==> config.mk <==
export PLATFORM = sky130hd
export DESIGN_NAME = pipeline_hazard_unit
export DESIGN_NICKNAME = d
export VERILOG_FILES = /design/src/rtl/pipeline_hazard_unit_pkg.sv /design/src/rtl/pipeline_hazard_unit_fwd_select.sv /design/src/rtl/pipeline_hazard_unit.sv
export SDC_FILE = /design/constraint.sdc
export NUM_CORES = 1
export LEC_CHECK = 0
export BUFFER_PORTS_ARGS = -buffer_cell sky130_fd_sc_hd__buf_2
export CORE_MARGIN = 4
export CORE_UTILIZATION = 40
export CTS_CLUSTER_DIAMETER = 150
export CTS_CLUSTER_SIZE = 20
export DETAILED_ROUTE_END_ITERATION = 12
export SETUP_SLACK_MARGIN = 0.2
export SYNTH_ARGS = -nofsm -noshare
export SYNTH_HDL_FRONTEND = slang
export SYNTH_SLANG_ARGS = --single-unit
==> constraint.sdc <==
create_clock -name clk -period 2.5 [get_ports clk]
set_clock_uncertainty 0.2 [all_clocks]
set_input_delay 0.125 -clock clk [delete_from_list [all_inputs] [get_ports clk]]
set_output_delay 0.125 -clock clk [all_outputs]
set_load 0.01 [all_outputs]
==> src/rtl/pipeline_hazard_unit_pkg.sv <==
// Shared constants and helpers for the pipeline hazard/forwarding controller.
// Pure declarations: no timing.
// No flow control of its own.
package pipeline_hazard_unit_pkg;

  // Operand source encodings for fwd_a_sel / fwd_b_sel.
  localparam logic [1:0] FWD_RF  = 2'd0;
  localparam logic [1:0] FWD_EXE = 2'd1;
  localparam logic [1:0] FWD_MEM = 2'd2;
  localparam logic [1:0] FWD_WB  = 2'd3;

  // One bit per pipeline stage, IF first.
  typedef struct packed {
    logic if_s;
    logic id_s;
    logic exe_s;
    logic mem_s;
    logic wb_s;
  } stage_vec_t;

  // Youngest usable producer wins: EXE, then MEM, then WB, else register file.
  function automatic logic [1:0] fwd_pick(input logic use_exe, input logic use_mem,
                                          input logic use_wb);
    if (use_exe)      return FWD_EXE;
    else if (use_mem) return FWD_MEM;
    else if (use_wb)  return FWD_WB;
    else              return FWD_RF;
  endfunction

endpackage

==> src/rtl/pipeline_hazard_unit_fwd_select.sv <==
// Per-operand RAW detection against EXE/MEM/WB producers and source selection.
// Purely combinational, zero latency.
// No backpressure; the hit flags let the parent decide on interlocks.
module pipeline_hazard_unit_fwd_select
  import pipeline_hazard_unit_pkg::*;
#(
  parameter int REG_ADDR_W = 5
) (
  input  logic                  used,
  input  logic [REG_ADDR_W-1:0] addr,
  input  logic [REG_ADDR_W-1:0] regw_addr_exe,
  input  logic [REG_ADDR_W-1:0] regw_addr_mem,
  input  logic [REG_ADDR_W-1:0] regw_addr_wb,
  input  logic                  wb_wen_exe,
  input  logic                  wb_wen_mem,
  input  logic                  wb_wen_wb,
  input  logic                  mem_ren_exe,
  output logic [1:0]            sel,
  output logic                  hit_exe,
  output logic                  hit_mem
);

  logic live;
  logic hit_wb;

  // Register 0 is hardwired, so it never takes part in a dependency.
  assign live    = used && (addr != '0);
  assign hit_exe = live && wb_wen_exe && (regw_addr_exe == addr);
  assign hit_mem = live && wb_wen_mem && (regw_addr_mem == addr);
  assign hit_wb  = live && wb_wen_wb  && (regw_addr_wb  == addr);

  // A load still in EXE has no data yet, so fall through to older producers.
  assign sel = fwd_pick(hit_exe && !mem_ren_exe, hit_mem, hit_wb);

endmodule

==> src/rtl/pipeline_hazard_unit.sv <==
// Hazard/forwarding controller for the 5-stage pipeline: forwarding, load-use, branch bubbles, freeze, debug step.
// Stage controls are combinational from inputs and state; bubble counter and statistics update at posedge clk.
// mem_busy or a held debug pause drops every stage enable and freezes all internal state.
module pipeline_hazard_unit
  import pipeline_hazard_unit_pkg::*;
#(
  parameter int REG_ADDR_W     = 5,
  parameter int FWD_EN         = 1,
  parameter int PRED_NOT_TAKEN = 0,
  parameter int BRANCH_BUBBLES = 3,
  parameter int CNT_W          = 32
) (
  input  logic                  clk,
  input  logic                  rst_n,
  input  logic                  debug_en,
  input  logic                  debug_step,
  input  logic                  mem_busy,
  input  logic [REG_ADDR_W-1:0] rs_addr_id,
  input  logic [REG_ADDR_W-1:0] rt_addr_id,
  input  logic                  rs_used_id,
  input  logic                  rt_used_id,
  input  logic                  is_branch_id,
  input  logic                  branch_taken,
  input  logic [REG_ADDR_W-1:0] regw_addr_exe,
  input  logic [REG_ADDR_W-1:0] regw_addr_mem,
  input  logic [REG_ADDR_W-1:0] regw_addr_wb,
  input  logic                  wb_wen_exe,
  input  logic                  wb_wen_mem,
  input  logic                  wb_wen_wb,
  input  logic                  mem_ren_exe,
  output logic [1:0]            fwd_a_sel,
  output logic [1:0]            fwd_b_sel,
  output logic                  if_rst,
  output logic                  id_rst,
  output logic                  exe_rst,
  output logic                  mem_rst,
  output logic                  wb_rst,
  output logic                  if_en,
  output logic                  id_en,
  output logic                  exe_en,
  output logic                  mem_en,
  output logic                  wb_en,
  output logic [CNT_W-1:0]      stall_cycles,
  output logic [CNT_W-1:0]      flush_cycles
);

  localparam logic [2:0] BUB_LOAD = 3'(BRANCH_BUBBLES - 1);

  logic             step_prev_q;
  logic [2:0]       bub_q, bub_d;
  logic [CNT_W-1:0] stall_q, stall_d, flush_q, flush_d;

  logic [1:0] sel_a, sel_b;
  logic       hit_exe_a, hit_mem_a, hit_exe_b, hit_mem_b;
  logic       reg_stall, frozen, taken_flush, bub_flush;
  logic       stall_case, flush_case, bub_case;
  stage_vec_t rst_v, en_v;

  pipeline_hazard_unit_fwd_select #(.REG_ADDR_W(REG_ADDR_W)) u_fwd_rs (
    .used(rs_used_id), .addr(rs_addr_id),
    .regw_addr_exe(regw_addr_exe), .regw_addr_mem(regw_addr_mem), .regw_addr_wb(regw_addr_wb),
    .wb_wen_exe(wb_wen_exe), .wb_wen_mem(wb_wen_mem), .wb_wen_wb(wb_wen_wb),
    .mem_ren_exe(mem_ren_exe), .sel(sel_a), .hit_exe(hit_exe_a), .hit_mem(hit_mem_a)
  );

  pipeline_hazard_unit_fwd_select #(.REG_ADDR_W(REG_ADDR_W)) u_fwd_rt (
    .used(rt_used_id), .addr(rt_addr_id),
    .regw_addr_exe(regw_addr_exe), .regw_addr_mem(regw_addr_mem), .regw_addr_wb(regw_addr_wb),
    .wb_wen_exe(wb_wen_exe), .wb_wen_mem(wb_wen_mem), .wb_wen_wb(wb_wen_wb),
    .mem_ren_exe(mem_ren_exe), .sel(sel_b), .hit_exe(hit_exe_b), .hit_mem(hit_mem_b)
  );

  // Without forwarding, any producer still in EXE or MEM must drain; the RF writes before it is read, so WB is safe.
  assign reg_stall = (FWD_EN != 0) ? ((hit_exe_a || hit_exe_b) && mem_ren_exe)
                                   : (hit_exe_a || hit_mem_a || hit_exe_b || hit_mem_b);

  // A debug pause is lifted for exactly the cycle following a rising step edge.
  assign frozen      = (debug_en && !(debug_step && !step_prev_q)) || mem_busy;
  assign taken_flush = (PRED_NOT_TAKEN != 0) && branch_taken;
  assign bub_flush   = (PRED_NOT_TAKEN == 0) && (is_branch_id || (bub_q != 3'd0));

  assign fwd_a_sel = (!rst_n || FWD_EN == 0) ? FWD_RF : sel_a;
  assign fwd_b_sel = (!rst_n || FWD_EN == 0) ? FWD_RF : sel_b;

  // Prioritised stage control: freeze, taken-branch flush, interlock, branch bubble; reset overrides all.
  always_comb begin
    rst_v      = '0;
    en_v       = '1;
    stall_case = 1'b0;
    flush_case = 1'b0;
    bub_case   = 1'b0;
    if (frozen) begin
      en_v = '0;
    end else if (taken_flush) begin
      rst_v.id_s  = 1'b1;
      rst_v.exe_s = 1'b1;
      flush_case  = 1'b1;
    end else if (reg_stall) begin
      en_v.if_s   = 1'b0;
      en_v.id_s   = 1'b0;
      rst_v.exe_s = 1'b1;
      stall_case  = 1'b1;
    end else if (bub_flush) begin
      rst_v.id_s = 1'b1;
      flush_case = 1'b1;
      bub_case   = 1'b1;
    end
    if (!rst_n) begin
      rst_v = '1;
      en_v  = '1;
    end
  end

  assign {if_rst, id_rst, exe_rst, mem_rst, wb_rst} = rst_v;
  assign {if_en,  id_en,  exe_en,  mem_en,  wb_en}  = en_v;

  // Branch bubble countdown: a new branch arms it only once it actually reaches the bubble case.
  always_comb begin
    bub_d = bub_q;
    if (!frozen) begin
      if (bub_case && is_branch_id && (bub_q == 3'd0)) bub_d = BUB_LOAD;
      else if (bub_q != 3'd0)                          bub_d = bub_q - 3'd1;
    end
  end

  // Saturating statistics; they only see unfrozen cycles because the cases above exclude freezes.
  always_comb begin
    stall_d = (stall_case && (stall_q != '1)) ? stall_q + CNT_W'(1) : stall_q;
    flush_d = (flush_case && (flush_q != '1)) ? flush_q + CNT_W'(1) : flush_q;
  end

  // State registers with synchronous active-low reset.
  always_ff @(posedge clk) begin
    if (!rst_n) begin
      step_prev_q <= 1'b0;
      bub_q       <= 3'd0;
      stall_q     <= '0;
      flush_q     <= '0;
    end else begin
      step_prev_q <= debug_step;
      bub_q       <= bub_d;
      stall_q     <= stall_d;
      flush_q     <= flush_d;
    end
  end

  assign stall_cycles = stall_q;
  assign flush_cycles = flush_q;

endmodule

# Word level (Yosys, flattened, before mapping)
# Index checks and enable logic that the tools add are counted.
[totals]
reg_bits = 68
input_bits = 38
out_inout_bits = 78
word_cells = 72
[classes]
add_sub_neg = 3
n_eq_ne = 8
mux = 21
bitwise = 1
n_reduce_logical = 35
[op_table]
columns = ["operator", "n"]
rows = [
  ["$add A32 B1 Y32 const B", 2],
  ["$ne A32 B32 Y1 const B", 2],
  ["$eq A5 B5 Y1", 6],
  ["$logic_and A1 B1 Y1", 23],
  ["$mux W2", 11],
  ["$mux W5", 2],
  ["$reduce_bool A5 Y1", 2],
  ["$mux W3", 3],
  ["$mux W1", 5],
  ["$logic_not A1 Y1", 3],
  ["$logic_not A3 Y1", 1],
  ["$logic_or A1 B1 Y1", 3],
  ["$reduce_bool A3 Y1", 1],
  ["$sub A3 B1 Y3 const B", 1],
  ["$reduce_and A2 Y1", 1],
  ["$reduce_bool A2 Y1", 1],
  ["$not A1 Y1", 1],
]

# Logic depth before layout (Yosys ltp)
[depth]
depth_word = 12
depth_mapped = 10
ltp_nobuf = 8

# Modules after synthesis
# A second synthesis with hierarchy kept.
[unflattened]
cells_unflattened = 500
area_unflattened_um2 = 4090.2
[modules_own_cells]
columns = ["module", "n_inst", "cells_per_inst", "area_per_inst_um2", "seq_area_each_um2"]
rows = [
  ["pipeline_hazard_unit", 1, 440, 3617.2, 1361.3],
  ["pipeline_hazard_unit_fwd_select", 2, 30, 236.5, 0.0],
]

# Least setup slack after synthesis
# OpenSTA, ideal clock, no wires.
[synth_timing]
path_type = "register to register"
startpoint = "reg stall_q[4], in the netlist stall_cycles[4]"
endpoint = "reg stall_q[11], in the netlist stall_cycles[11]"
setup_time_ns = 0.073
arrival_ns = 2.097
required_time_ns = 2.227
path_slack_ns = 0.129
path_stages_with_launch = 9
n_path_buf = 3
synth_period_minus_slack_ns = 2.371
cell_sequence = "dfxtp_1 -> nand4_1 -> nor4_1 -> and4_1 -> clkbuf_1 -> buf_2 -> clkbuf_1 -> o31ai_1 -> a21oi_1"
[synth_via]
elab_chain_len = 2
elab_cells_between_ends = 3
classes_between = "add/sub: 1; eq/ne: 1; reduce/logical: 1"
[synth_lines]
columns = ["item", "line_no", "rtl"]
rows = [
  ["start: declaration", "pipeline_hazard_unit.sv:51", "logic [CNT_W-1:0] stall_q, stall_d, flush_q, flush_d;"],
  ["start signal: assignment", "pipeline_hazard_unit.sv:142", "stall_q <= stall_d;"],
  ["parallel branches: the longest is 2 deep, another holds $add A32 B1 Y32", "-", ""],
]
# Parallel ways; which one is timed is not known.
# A chain may end at the register's enable or synchronous reset.

# Worst setup path after layout
[layout_timing]
startpoint = "reg flush_q[0], in the netlist flush_cycles[0]"
endpoint = "reg flush_q[10], in the netlist flush_cycles[10]"
[layout_via]
elab_chain_len = 2
elab_cells_between_ends = 3
classes_between = "add/sub: 1; eq/ne: 1; reduce/logical: 1"
[layout_lines]
columns = ["item", "line_no", "rtl"]
rows = [
  ["start: declaration", "pipeline_hazard_unit.sv:51", ""],
  ["start signal: assignment", "pipeline_hazard_unit.sv:143", "flush_q <= flush_d;"],
  ["parallel branches: the longest is 2 deep, another holds $add A32 B1 Y32", "-", ""],
]
# Parallel ways; which one is timed is not known.

==> flow_summary.json <==
{
  "layout.cells.non_filler": 807,
  "setup_ws_ns": 0.2811,
  "path_clk_slew_ns": 0.09,
  "rr_worst_depth": 7,
  "grt_usage": 0.2120,
  "synth-adder-area-share": 0.01210,
  "drt_pass1_iterations": 4,
  "ctsLongestPathBuffers": 2,
  "drtIter0Drc": 191,
  "setup_viol": 0,
  "diodes": 0,
  "vias": 4599,
  "cts_root_buf": "clkbuf_8",
  "io_pins": 116,
  "cp.arrival_ns": 2.30,
  "viasPerCell": 5.699,
  "power.switching_mw": 0.5986,
  "drt-wirelength-per-cell_um": 15.89,
  "reg2reg_slack_ns": 0.28,
  "holdPathEnd": "bub_q[0]",
  "reg2reg_from": "flush_cycles[0]",
  "yosys-top-cells-area": "dfxtp_1, or4_1, o31ai_1",
  "cts_buffers": 9,
  "synth_top_family_by_area": "simple AND/OR/NAND/NOR gates",
  "synthToLayoutAreaGrowth_pct": 35.82,
  "antenna_found_initial": 0,
  "clock.fmax_mhz": 450.7,
  "worstPathMaxFanout": 4,
  "setup.worst_path.start_class": "register",
  "synth_cell_types": 41,
  "leakage_nw": 2.192,
  "finalHoldViolCount": 0,
  "cts_tree": "built",
  "grt_setup_unrepaired": "true",
  "combPwrFrac": 0.109,
  "status": "complete, no violations",
  "core_area_um2": 9910,
  "worstSetupStartpoint": "flush_cycles[0]",
  "synth_compound_area_frac": 0.1858,
  "num_rows": 36,
  "synth_seq_cells": 68,
  "period_share": 0.8875,
  "p_clk_frac": 0.420,
  "setup_tns_ns": 0,
  "drive_above_1_share": 0.3516,
  "die_w_um": 109.7,
  "layout.cells.most_common": "buf_2",
  "p_sw_frac": 0.2583,
  "grt_max_degree": 38,
  "critPathRequiredTime_ns": 2.58,
  "fin_nets": 711,
  "wirelength_um": 12820,
  "syn-instance-count": 518,
  "register_area_um2": 1378,
  "synth_top_area_share": 0.3292,
  "p_seq_frac": 0.471,
  "hold_path_class": "input port to register",
  "grt_pass1_vias": 4316,
  "post-place-ws_ns": -0.1367,
  "clk_latency_ns": 0.34,
  "power.density_nw_per_um2": 412.6,
  "yosysTopAreaCell": "dfxtp_1",
  "intPower_mw": 1.719,
  "synthSimpleGateAreaFrac": 0.3228,
  "n_fill_cell": 983,
  "avgSynthCellArea_um2": 7.983,
  "drtAntennaViolNets": 0,
  "die_h_um": 109.7,
  "max_slew_margin": 0.7430,
  "synth-warning-count": 0,
  "ir_drop_mv": 0.2408,
  "hpwl_um": 9075,
  "min-delay-start": "debug_en",
  "drc_errors": 0,
  "htree_levels": 3,
  "max_slew.worst_pin.slew_ns": 0.3819,
  "end_kind": "register",
  "port_buffers": 114,
  "grt_pass1_wl_um": 20550,
  "gp_congestion": 0.9134,
  "drv_cap": 0,
  "synth.area.mux_share": 0.02905,
  "synth-xor-area-share": 0.06354,
  "final_cell_mix": "buf_2, dfxtp_1, buf_4",
  "hold_depth": 4,
  "synthesis.nets": 560,
  "drv_slew": 0,
  "multi_input_area_um2": 2669,
  "cts_sinks": 68,
  "ys_seq_area_frac": 0.3292,
  "syn_area_um2": 4135,
  "dp_cells": 779,
  "r2r_end": "flush_cycles[10]",
  "fin_crit_ns": 2.219,
  "die-area_um2": 12030,
  "start_util": 0.4173,
  "grt_overflow": 0,
  "path_class": "register to register"
}
## how the worst max path moves through the flow
| stage | endpoint | cells past startpoint |
|---|---|---|
| final | flush_cycles[10] | 7 |
| after global routing | stall_cycles[29] | 8 |
| after CTS | stall_cycles[22] | 9 |
| after detailed placement | stall_cycles[29] | 9 |
| after global placement | stall_cycles[10] | 9 |
| after floorplan | stall_cycles[19] | 8 |
## what timing repair did
item	4_1_cts	5_1_grt
hold buffers	3	0
gates cloned	1	1
hold endpoints to repair	9	0
buffers inserted	0	7
gates resized for setup	2	40
pin swaps	1	13
endpoints found under the setup margin	1	56
## cell type report
cell class | count | share of cell area
Clock buffer | 11 | 0.02695
Clock inverter | 5 | 0.01047
Inverter | 11 | 0.007351
Multi-Input combinational cell | 399 | 0.4752
Sequential cell | 68 | 0.2453
Tap cell | 133 | 0.02963
Timing Repair Buffer | 180 | 0.2052
## cell usage after synthesis
cell type and number:
a211o_1 1, a21o_1 1, a21oi_1 51, a31oi_1 1, and2_1 2, and3_1 16
and4_1 8, buf_1 2, buf_2 9, buf_4 5, buf_6 2, clkbuf_1 21
clkbuf_2 1, dfxtp_1 68, ha_1 4, inv_1 10, inv_2 1, mux2i_1 12
nand2_1 42, nand2b_1 12, nand3_1 28, nand4_1 26, nand4b_1 3, nor2_1 18
nor3_1 6, nor3b_1 2, nor4_1 13, nor4b_2 1, o211ai_1 3, o21a_1 4
o21ai_0 14, o21ai_1 2, o221a_2 1, o31a_1 4, o31ai_1 39, o32a_1 1
o32ai_1 1, or3_1 13, or4_1 40, xnor2_1 14, xor2_1 16
## flip-flops by register name (all words and copies together), names as in the netlist
name	flops
bub_q	3
flush_cycles	32
stall_cycles	32
step_prev_q	1
## per-stage QoR
| stage | power, mW | hold WS (ns) | util | cell area (µm²) |
|---|---|---|---|---|
| after floorplan | 1.249 | 0.05229 | - | 4150 |
| after CTS | 2.335 | 0.008526 | 0.5480 | 5430 |
| final | 2.317 | 0.01868 | 0.5668 | 5617 |
| after global routing | 2.419 | 0.03494 | 0.5668 | 5617 |
| after global placement | 1.353 | 0.1465 | 0.5189 | 5142 |
| after detailed placement | 1.358 | 0.1571 | 0.5189 | 5142 |
## routing by layer
metal	vias up	track usage	wire length (µm)
li1	2282	-	-
met1	2197	0.2665	5531
met2	97	0.3583	6428
met3	23	0.04228	660
met4	0	0.07836	203
met5	-	0	0
## worst max-delay path: stages, from the launching register on
cell	delay, ns
dfxtp_1	0.32
ha_1	0.24
nand3_2	0.11
nor2_1	0.07
and4_2	0.28
or4_4	0.49
or3_1	0.31
a21oi_1	0.13
## cells by family (layout without fill, tap and decap cells)
family | Yosys count | in the layout
AOI/OAI and AO/OA | 123 | 123
xor gates and xnor gates | 30 | 30
adders and majority gates | 4 | 4
buffers and inverters | 51 | 207
DFF | 68 | 68
muxes | 12 | 12
and+or+nand+nor | 230 | 230
## power by group through the flow
stage	sequential, mW	combinational (mW)	clock [mW]
after floorplan	1.12	0.128	0
after global placement	1.12	0.234	0
after detailed placement	1.12	0.239	0
after CTS	1.09	0.247	0.995
after global routing	1.09	0.278	1.05
final	1.09	0.253	0.973
No activity file was read; power rests on OpenSTA's default activity.
